===== config.mk =====
export PLATFORM = sky130hd
export DESIGN_NAME = output_device_bank
export DESIGN_NICKNAME = d
export VERILOG_FILES = /design/src/rtl/output_device_bank.sv
export SDC_FILE = /design/constraint.sdc
export NUM_CORES = 1
export LEC_CHECK = 0
export BUFFER_PORTS_ARGS = -buffer_cell sky130_fd_sc_hd__buf_4
export CAP_MARGIN = 20
export CELL_PAD_IN_SITES_DETAIL_PLACEMENT = 2
export CELL_PAD_IN_SITES_GLOBAL_PLACEMENT = 2
export CORE_UTILIZATION = 30
export CTS_CLUSTER_DIAMETER = 80
export DETAILED_ROUTE_END_ITERATION = 8
export GPL_TIMING_DRIVEN = 0
export PLACE_DENSITY = 0.75
export SLEW_MARGIN = 0
export SYNTH_ARGS = -nofsm -noshare
export SYNTH_HDL_FRONTEND = slang
export SYNTH_SLANG_ARGS = --single-unit
export TNS_END_PERCENT = 1

===== constraint.sdc =====
create_clock -name clk -period 1.2 [get_ports clk]
set_clock_uncertainty 0.05 [all_clocks]
set_input_delay 0.24 -clock clk [delete_from_list [all_inputs] [get_ports clk]]
set_output_delay 0.24 -clock clk [all_outputs]
set_load 0.02 [all_outputs]

===== src/rtl/output_device_bank.sv =====
// Memory-mapped bank of NUM_DEVICES output channels with per-channel pending/ack handshake,
// sticky overrun flags and a status/control register. All state changes on the falling clock edge.
module output_device_bank #(
    parameter int unsigned NUM_DEVICES = 4,
    parameter int unsigned DATA_WIDTH  = 32,
    parameter int unsigned ADDR_WIDTH  = 16,
    parameter int unsigned BASE_ADDR   = 0
) (
    input  logic                              clk,
    input  logic                              rst_n,
    input  logic [ADDR_WIDTH-1:0]             address,
    input  logic [DATA_WIDTH-1:0]             value,
    input  logic [DATA_WIDTH/8-1:0]           byte_en,
    input  logic                              is_write,
    input  logic                              is_read,
    output logic [DATA_WIDTH-1:0]             read_value,
    output logic                              read_valid,
    output logic [NUM_DEVICES*DATA_WIDTH-1:0] device_values,
    output logic [NUM_DEVICES-1:0]            device_pending,
    input  logic [NUM_DEVICES-1:0]            device_ack,
    output logic [NUM_DEVICES-1:0]            overrun
);

    localparam int unsigned NumBytes = DATA_WIDTH / 8;

    logic [DATA_WIDTH-1:0]  ch_q [NUM_DEVICES];
    logic [NUM_DEVICES-1:0] pending_q, pending_d;
    logic [NUM_DEVICES-1:0] overrun_q, overrun_d;
    logic [NUM_DEVICES-1:0] hit_ch;
    logic [NUM_DEVICES-1:0] ch_wr;
    logic [NUM_DEVICES-1:0] ovr_clr;
    logic                   hit_st;
    logic [DATA_WIDTH-1:0]  status_word;
    logic [DATA_WIDTH-1:0]  rd_data;
    logic [DATA_WIDTH-1:0]  read_value_q;
    logic                   read_valid_q;

    assign hit_st = (address == ADDR_WIDTH'(BASE_ADDR + NUM_DEVICES));

    for (genvar i = 0; i < NUM_DEVICES; i++) begin : g_ch
        assign hit_ch[i] = (address == ADDR_WIDTH'(BASE_ADDR + i));
        // A write with no byte lanes enabled is not a real update.
        assign ch_wr[i]  = is_write & hit_ch[i] & (|byte_en);
        assign device_values[i*DATA_WIDTH +: DATA_WIDTH] = ch_q[i];

        always_ff @(negedge clk or negedge rst_n) begin
            if (!rst_n) begin
                ch_q[i] <= '0;
            end else if (ch_wr[i]) begin
                for (int k = 0; k < NumBytes; k++) begin
                    if (byte_en[k]) begin
                        ch_q[i][k*8 +: 8] <= value[k*8 +: 8];
                    end
                end
            end
        end
    end

    // Overrun flags live in status bits 16 and up, which needs a 32-bit data path.
    if (DATA_WIDTH >= 32) begin : g_status_full
        always_comb begin
            status_word = '0;
            status_word[NUM_DEVICES-1:0] = pending_q;
            status_word[16 +: NUM_DEVICES] = overrun_q;
        end
        assign ovr_clr = {NUM_DEVICES{is_write & hit_st}} & value[16 +: NUM_DEVICES];
    end else begin : g_status_min
        always_comb begin
            status_word = '0;
            status_word[NUM_DEVICES-1:0] = pending_q;
        end
        assign ovr_clr = '0;
    end

    always_comb begin
        // A write that lands on the same edge as an ack keeps the channel pending.
        pending_d = (pending_q & ~device_ack) | ch_wr;
        // A new overrun on the same edge as its W1C clear wins.
        overrun_d = (overrun_q & ~ovr_clr) | (ch_wr & pending_q & ~device_ack);
    end

    always_comb begin
        rd_data = '0;
        for (int i = 0; i < NUM_DEVICES; i++) begin
            if (hit_ch[i]) begin
                rd_data = ch_q[i];
            end
        end
        if (hit_st) begin
            rd_data = status_word;
        end
    end

    always_ff @(negedge clk or negedge rst_n) begin
        if (!rst_n) begin
            pending_q    <= '0;
            overrun_q    <= '0;
            read_value_q <= '0;
            read_valid_q <= 1'b0;
        end else begin
            pending_q    <= pending_d;
            overrun_q    <= overrun_d;
            read_valid_q <= is_read;
            if (is_read) begin
                read_value_q <= rd_data;
            end
        end
    end

    assign device_pending = pending_q;
    assign overrun        = overrun_q;
    assign read_value     = read_value_q;
    assign read_valid     = read_valid_q;

endmodule


# Word level (Yosys, flattened, before mapping)

Index checks and enable logic that the tools add are counted.

Equality and inequality tests: 4
Multiplexer cells: 5
Bitwise logic cells: 18
Reduce and logical (&&, ||, !) cells: 18

Operators by type and width:

| cell                  | count |
|---|---|
| $mux W32              | 5 |
| $eq A16 B2 Y1 const B | 2 |
| $reduce_and A2 Y1     | 16 |
| $and A4 B4 Y4         | 5 |
| $eq A16 B1 Y1 const B | 1 |
| $eq A16 B3 Y1 const B | 1 |
| $logic_not A16 Y1     | 1 |
| $and A1 B1 Y1         | 9 |
| $not A4 Y4            | 2 |
| $or A4 B4 Y4          | 2 |
| $reduce_or A4 Y1      | 1 |

Flip-flop bits (word level): 169
Logic and storage cells: 65

# Depth between registers and ports, before layout

Gate-level depths: netlist of run 1.

Word-level depth: 6
Depth in mapped cells: 6
Gate-level depth less buffers: 4

==> summary.md, run 1 <==
| Metric | Value |
|---|---|
| Status | finished, violations left |
| Violated checks | negative setup slack |
| Hold/Removal Path Class | input pin to async pin |
| Die W | 160 microns |
| CTS Sinks | 169 |
| CTS max path bufs | 2 |
| Peak VDD IR | 0.830 mV |
| Starting Density | 30.6% |
| Leakage | 0.00564 uW |
| Vias | 6015 |
| M1 GR Usage | 28.3% |
| Post-synth EDFFs | 0 |
| Grt peak-use layer | met2 |
| Leading cell type in the layout, fill and taps excluded | buf_6 |
| RSZ-0062 raised after global routing | yes |
| Cell area power density | 1050 mW/mm^2 |
| Drt wl/cell | 24.6 microns |
| Die Span Y | 160 microns |
| Worst Path Buf+Inv | 2 |
| Syn_nets | 628 |
| Die footprint | 0.0255 sq mm |
| Layout Nets | 890 |
| Crit Path Category | input pin to flop |
| Max-slew violations | 0 |
| Crit path max fanout | 7 |
| # Max-Cap Violations | 0 |
| Overflow after GRT | 0 |
| Clock-pin slew on the worst setup and hold paths | 0.05 ns |
| CTS tree | yes |
| Iteration-0 DRC Markers | 195 |
| Clock Latency Late Sink | 0.40 ns |
| WHS | 0.150 ns |
| Clk root buf | clkbuf_16 |
| Initial antenna violation count | 1 |
| Top delay family on crit path | simple AND/OR/NAND/NOR gates |
| Synthesis Warnings | 0 |
| Drt pass-1 iters | 5 |
| Crit path DAT | 2.22 ns |
| R2R setup slack | -0.18 ns |
| Largest net degree at the start of global routing | 104 |
| Antenna Nets Post-Route | 0 |
| RD Place Congestion | 0.771 |
| Synth Register Bits | 169 |
| Met3 Usage GRT | 6.42% |
| Seq/Total Area, Yosys | 56.6% |
| Rows | 57 |
| Total CTS buffers | 17 |
| Setup WS pre-CTS | -2.64 ns |
| Distinct cells, synth | 38 |
| Final Non-Filler Cells | 1166 |
| DRC | 0 |
| Top post-synthesis cells by area | dfrtn_1 57%, mux2_2 24%, a22oi_1 4.8% |
| H-tree Lvls | 4 |
| IO Port Bufs | 225 |
| First-pass GRT wire length | 44000 microns |
| Num ports | 229 |
| Area growth, synth to finish | 54.2% |
| CP cell instances | buf_8, or4_4, or3_4, nor4_4, buf_12, mux2_4 |
| Synthesized area | 0.00747 sq mm |
| Worst path max stage delay | 0.57 ns |
| Fillers | 2397 |
| CP max stage cell | or4_4 |
| Vias per cell | 5.16 |
| Met2 Usage GRT | 38.7% |
| Synth Instances | 568 |
| Final worst slack | -1.43 ns |
| Placed insts | 1119 |
| Layout cell share with drive strength beyond 1 | 58.9% |
| R2r endpoint | read_value[19]$_DFFE_NN0P_ |
| Critical path depth | 6 |
| Setup crit end kind | flop |
| Placeable Area | 0.0244 sq mm |
| Biggest area consumer among synthesized cells | dfrtn_1 |
| Most frequent cells in the layout | 183 x buf_6, 169 x dfrtn_1, 127 x mux2_2 |
| Async SR Flop Fraction | 100% |
| R2r startpoint | device_values[19]$_DFFE_NN0P_ |
| Critical Path Source Type | input pin |
| DRT Wirelength | 28700 microns |
| Slew @ Worst Pin | 0.609 ns |
| Critical Path RT | 0.79 ns |
| Vias in the first global route | 6933 |
| Yosys top cell area share | 56.6% |
| Mean Syn Cell Area | 13.2 sq um |
| Final setup fails | 337 |
| Most used DFF post-synth | dfrtn_1 |
| Total global-route track usage | 22.8% |
| Slew headroom | 59.4% |
| DP Wirelength | 18900 microns |
| Final Hold Vio Count | 0 |
| Cells on worst reg2reg path | 4 |
[cells by family after synthesis]
logic type             count (synthesis)  synth area share [%]
AOI/OAI and AO/OA                     97                  9.03
buffers and inverters                 37                  1.88
DFF                                  169                  56.6
muxes                                160                  24.1
and+or+nand+nor                      105                  8.39
[cell usage after synthesis (2+ instances only)]
master / number
nand3_1: 10
nor4_2: 2
nand4_1: 10
or3_1: 2
nor2_1: 10
nand2b_1: 5
dfrtn_1: 169
a22oi_1: 48
a211o_1: 8
clkbuf_1: 27
nor4_4: 4
nor2b_1: 8
o2bb2ai_1: 3
nand2_1: 29
o22ai_1: 8
mux2_1: 2
and3_1: 2
buf_1: 3
o21ai_0: 25
mux2_2: 158
or4_1: 3
nor3_1: 10
nor4_1: 3
inv_1: 5
[layout make-up]
| cell class | count | area (sq um) | share of cell area, % |
|---|---|---|---|
| Tap cell | 324 | 405 | 3.52 |
| Clock buffer | 18 | 429 | 3.72 |
| Timing Repair Buffer | 248 | 2630 | 22.8 |
| Multi-Input combinational cell | 362 | 3500 | 30.4 |
| Inverter | 6 | 22.5 | 0.195 |
| Buffer | 26 | 184 | 1.60 |
| Clock inverter | 12 | 119 | 1.03 |
| Antenna cell | 1 | 2.50 | 0.0217 |
| Sequential cell | 169 | 4230 | 36.7 |
[metrics by stage]
step | TNS (ns) | total power, uW | util [%] | instance area, sq um
4_1_cts | -314.70 | 12200 | 47.0 | 11500
5_1_grt | -325.48 | 12500 | 47.2 | 11500
3_5_place_dp | -501.40 | 6740 | 39.4 | 9610
2_1_floorplan | -282.29 | 6190 | - | 7470
3_3_place_gp | -736.11 | 6710 | 39.2 | 9570
6_report | -310.81 | 12100 | 47.2 | 11500
[state kept, by name, indices dropped and copies added (netlist names)]
register        flops
overrun             4
read_value         32
device_pending      4
device_values     128
read_valid          1
[worst max-delay path by stage]
stage | end | start | slack (ns)
floorplan | device_values[24]$_DFFE_NN0P_ | address[15] | -1.83
global placement | device_values[8]$_DFFE_NN0P_ | address[9] | -2.69
detailed placement | read_value[15]$_DFFE_NN0P_ | address[0] | -2.64
CTS | device_values[8]$_DFFE_NN0P_ | address[4] | -1.54
global route | device_values[28]$_DFFE_NN0P_ | address[15] | -1.44
finish | device_values[21]$_DFFE_NN0P_ | address[15] | -1.43
[timing repair]
action | CTS | global route
pin swaps | 26 | 14
hold endpoints to repair | 0 | 0
hold buffers | 0 | 0
endpoints found under the setup margin | 440 | 418
resized for setup | 295 | 17
setup buffers | 20 | 1
[layer usage]
| layer | share of wire [%] | routed length (microns) |
|---|---|---|
| met3 | 5.8 | 1660 |
| met2 | 51 | 14500 |
| met5 | 0 | 0 |
| met4 | 1.5 | 425 |
| met1 | 42 | 12100 |
[where the power goes]
| part | switching [uW] | internal [uW] |
|---|---|---|
| clock network | 2460 | 2860 |
| registers | 45.1 | 5780 |
| logic | 564 | 368 |
(Power assumes the default switching activity.)
==> run 2: changes to the inputs <==
--- a/config.mk
+++ b/config.mk
@@ -9,11 +9,12 @@
 export CAP_MARGIN = 20
 export CELL_PAD_IN_SITES_DETAIL_PLACEMENT = 2
 export CELL_PAD_IN_SITES_GLOBAL_PLACEMENT = 2
-export CORE_UTILIZATION = 30
+export CORE_UTILIZATION = 31
+export CTS_BUF_LIST = sky130_fd_sc_hd__clkbuf_8
 export CTS_CLUSTER_DIAMETER = 80
 export DETAILED_ROUTE_END_ITERATION = 8
 export GPL_TIMING_DRIVEN = 0
-export PLACE_DENSITY = 0.75
+export PLACE_DENSITY = 0.77
 export SLEW_MARGIN = 0
 export SYNTH_ARGS = -nofsm -noshare
 export SYNTH_HDL_FRONTEND = slang
==> run 2 against run 1 <==
The flow still finishes with violations (negative setup slack). Via count grew 0.23%. Worst hold slack improved by 0.013 ns. Sequential cell count stayed put. Critical endpoint is now device_values[23]$_DFFE_NN0P_.
==> summary.md, run 2 (synthesis gave the netlist of run 1 again) <==
| Metric | Value |
|---|---|
| Vias in the first global route | 7101 (was 6933) |
| Largest register FFs | 128 (unchanged) |
| Final Non-Filler Cells | 1160 (was 1166) |
| Vias | 6029 (was 6015) |
| Final setup fails | 337 (unchanged) |
| Iteration-0 DRC Markers | 232 (was 195) |
| CTS Hold Buffers Added | 0 (unchanged) |
| Drt pass-1 iters | 6 (was 5) |
| Crit Path Category | input pin to flop (unchanged) |
| Clock Latency Late Sink | 0.41 ns (was 0.40 ns) |
| Slew headroom | 44.3% (was 59.4%) |
| DRT Wirelength | 29500 microns (was 28700 microns) |
| Violated checks | negative setup slack (unchanged) |
| Total global-route track usage | 24.3% (was 22.8%) |
| First-pass GRT wire length | 44300 microns (was 44000 microns) |
| Num ports | 229 (unchanged) |
| Slew @ Worst Pin | 0.836 ns (was 0.609 ns) |
| RSZ-0062 raised after global routing | yes (unchanged) |
| Status | finished, violations left (unchanged) |
| DP Wirelength | 19900 microns (was 18900 microns) |
| Antenna Nets Post-Route | 0 (unchanged) |
| Placed insts | 1113 (was 1119) |
| Drt wl/cell | 25.4 microns (was 24.6 microns) |
| Setup crit end kind | flop (unchanged) |
| Core Util, Final | 48.3% (was 47.2%) |
| Rows | 56 (was 57) |
| Layout cell share with drive strength beyond 1 | 58.4% (was 58.9%) |
| # Max-Cap Violations | 0 (unchanged) |
| Clock-pin slew on the worst setup and hold paths | 0.06 ns (was 0.05 ns) |
| Cells on worst reg2reg path | 4 (unchanged) |
| Total CTS buffers | 17 (unchanged) |
| Most frequent cells in the layout | 178 x buf_6, 169 x dfrtn_1, 126 x mux2_2 (was 183 x buf_6, 169 x dfrtn_1, 127 x mux2_2) |
| Leading cell type in the layout, fill and taps excluded | buf_6 (unchanged) |
| CTS max path bufs | 2 (unchanged) |
| Clk root buf | clkbuf_8 (was clkbuf_16) |
| Die W | 157 microns (was 160 microns) |
| Placeable Area | 0.0235 sq mm (was 0.0244 sq mm) |
| H-tree Lvls | 4 (unchanged) |
| Critical Path Source Type | input pin (unchanged) |
| Crit path DAT | 2.18 ns (was 2.22 ns) |
| Leakage | 0.00557 uW (was 0.00564 uW) |
| Cell area power density | 972 mW/mm^2 (was 1050 mW/mm^2) |
| IO Port Bufs | 225 (unchanged) |
| Total Power | 11100 uW (was 12100 uW) |
| Largest net degree at the start of global routing | 87 (was 104) |
| Max-slew violations | 0 (unchanged) |
| Overflow after GRT | 0 (unchanged) |
| Area growth, synth to finish | 52.2% (was 54.2%) |
| CTS tree | yes (unchanged) |
| Die Span Y | 157 microns (was 160 microns) |
| Hold/Removal Path Class | input pin to async pin (unchanged) |
| Starting Density | 31.7% (was 30.6%) |
| RD Place Congestion | 0.820 (was 0.771) |
| Layout Nets | 888 (was 890) |
| Crit path max fanout | 7 (unchanged) |
| Peak VDD IR | 0.790 mV (was 0.830 mV) |
| ANT cells | 0 (was 1) |
| Final worst slack | -1.39 ns (was -1.43 ns) |
| Die footprint | 0.0247 sq mm (was 0.0255 sq mm) |
| Critical Path RT | 0.79 ns (about the same) |
| Final Hold Vio Count | 0 (unchanged) |
| Setup WS pre-CTS | -2.73 ns (was -2.64 ns) |
| Initial antenna violation count | 0 (was 1) |
| Vias per cell | 5.20 (was 5.16) |
| DRC | 0 (unchanged) |
| WHS | 0.163 ns (was 0.150 ns) |
| CTS Sinks | 169 (unchanged) |
## run 2: cell types whose count changed in the layout (fill, tap and decap cells not counted), sizes merged
cell	previous run	this run
buf	252	251
bufinv	1	2
clkbuf	40	41
clkinv	2	3
clkinvlp	6	4
diode	1	0
## run 2: path summary, 6_finish.rpt
kind / from / to / slack [ns]
worst min-delay path: rst_n / device_values[67]$_DFFE_NN0P_ / 0.16
worst max register to register: device_values[18]$_DFFE_NN0P_ / read_value[18]$_DFFE_NN0P_ / -0.23
min in group clk: is_read / read_valid$_DFF_NN0_ / 0.41
max in group asynchronous: rst_n / device_values[126]$_DFFE_NN0P_ / 0.12
worst max-delay path: address[10] / device_values[23]$_DFFE_NN0P_ / -1.39
worst min register to register: device_values[120]$_DFFE_NN0P_ / device_values[120]$_DFFE_NN0P_ / 0.45
## run 2: worst max-delay path: stages
cell and delay [ns]:
buf_8 0.10, or4_4 0.56, or3_4 0.46, nor4_4 0.31, buf_12 0.20, mux2_4 0.31
## run 2: cell type report
cell class / instances / area (sq um)
Multi-Input combinational cell: 362 / 3540
Tap cell: 319 / 399
Timing Repair Buffer: 245 / 2590
Clock buffer: 20 / 275
Clock inverter: 12 / 139
Inverter: 6 / 22.5
Fill cell: 2250 / 12200
Buffer: 27 / 180
Sequential cell: 169 / 4230
## run 2: routing by layer
layer	global-route usage [%]	share of wire, %	vias to the layer above
met4	5.41	1.2	0
li1	-	-	2636
met2	43.5	52	172
met1	29.3	41	3196
met3	5.95	5.2	25
met5	0	0	-
## run 2: repair_timing
| action | in CTS | in global routing |
|---|---|---|
| gates cloned | 0 | 0 |
| setup endpoints to repair | 423 | 366 |
| resized for setup | 274 | 34 |
| buffers inserted | 18 | 1 |
| pin swaps | 28 | 20 |
## run 2: stage by stage
| stage | setup TNS (ns) | cell area (sq um) |
|---|---|---|
| finish | -312.07 | 11400 |
| global route | -324.98 | 11400 |
| CTS | -327.40 | 11300 |
| detailed placement | -507.08 | 9600 |
| global placement | -698.64 | 9560 |
| floorplan | -282.29 | 7470 |
## run 2: power by group
part | internal [uW] | leakage [uW] | switching [uW]
Combinational | 366 | 0.00304 | 568
Sequential | 5780 | 0.00232 | 45.1
Clock | 2040 | 0.000199 | 2250
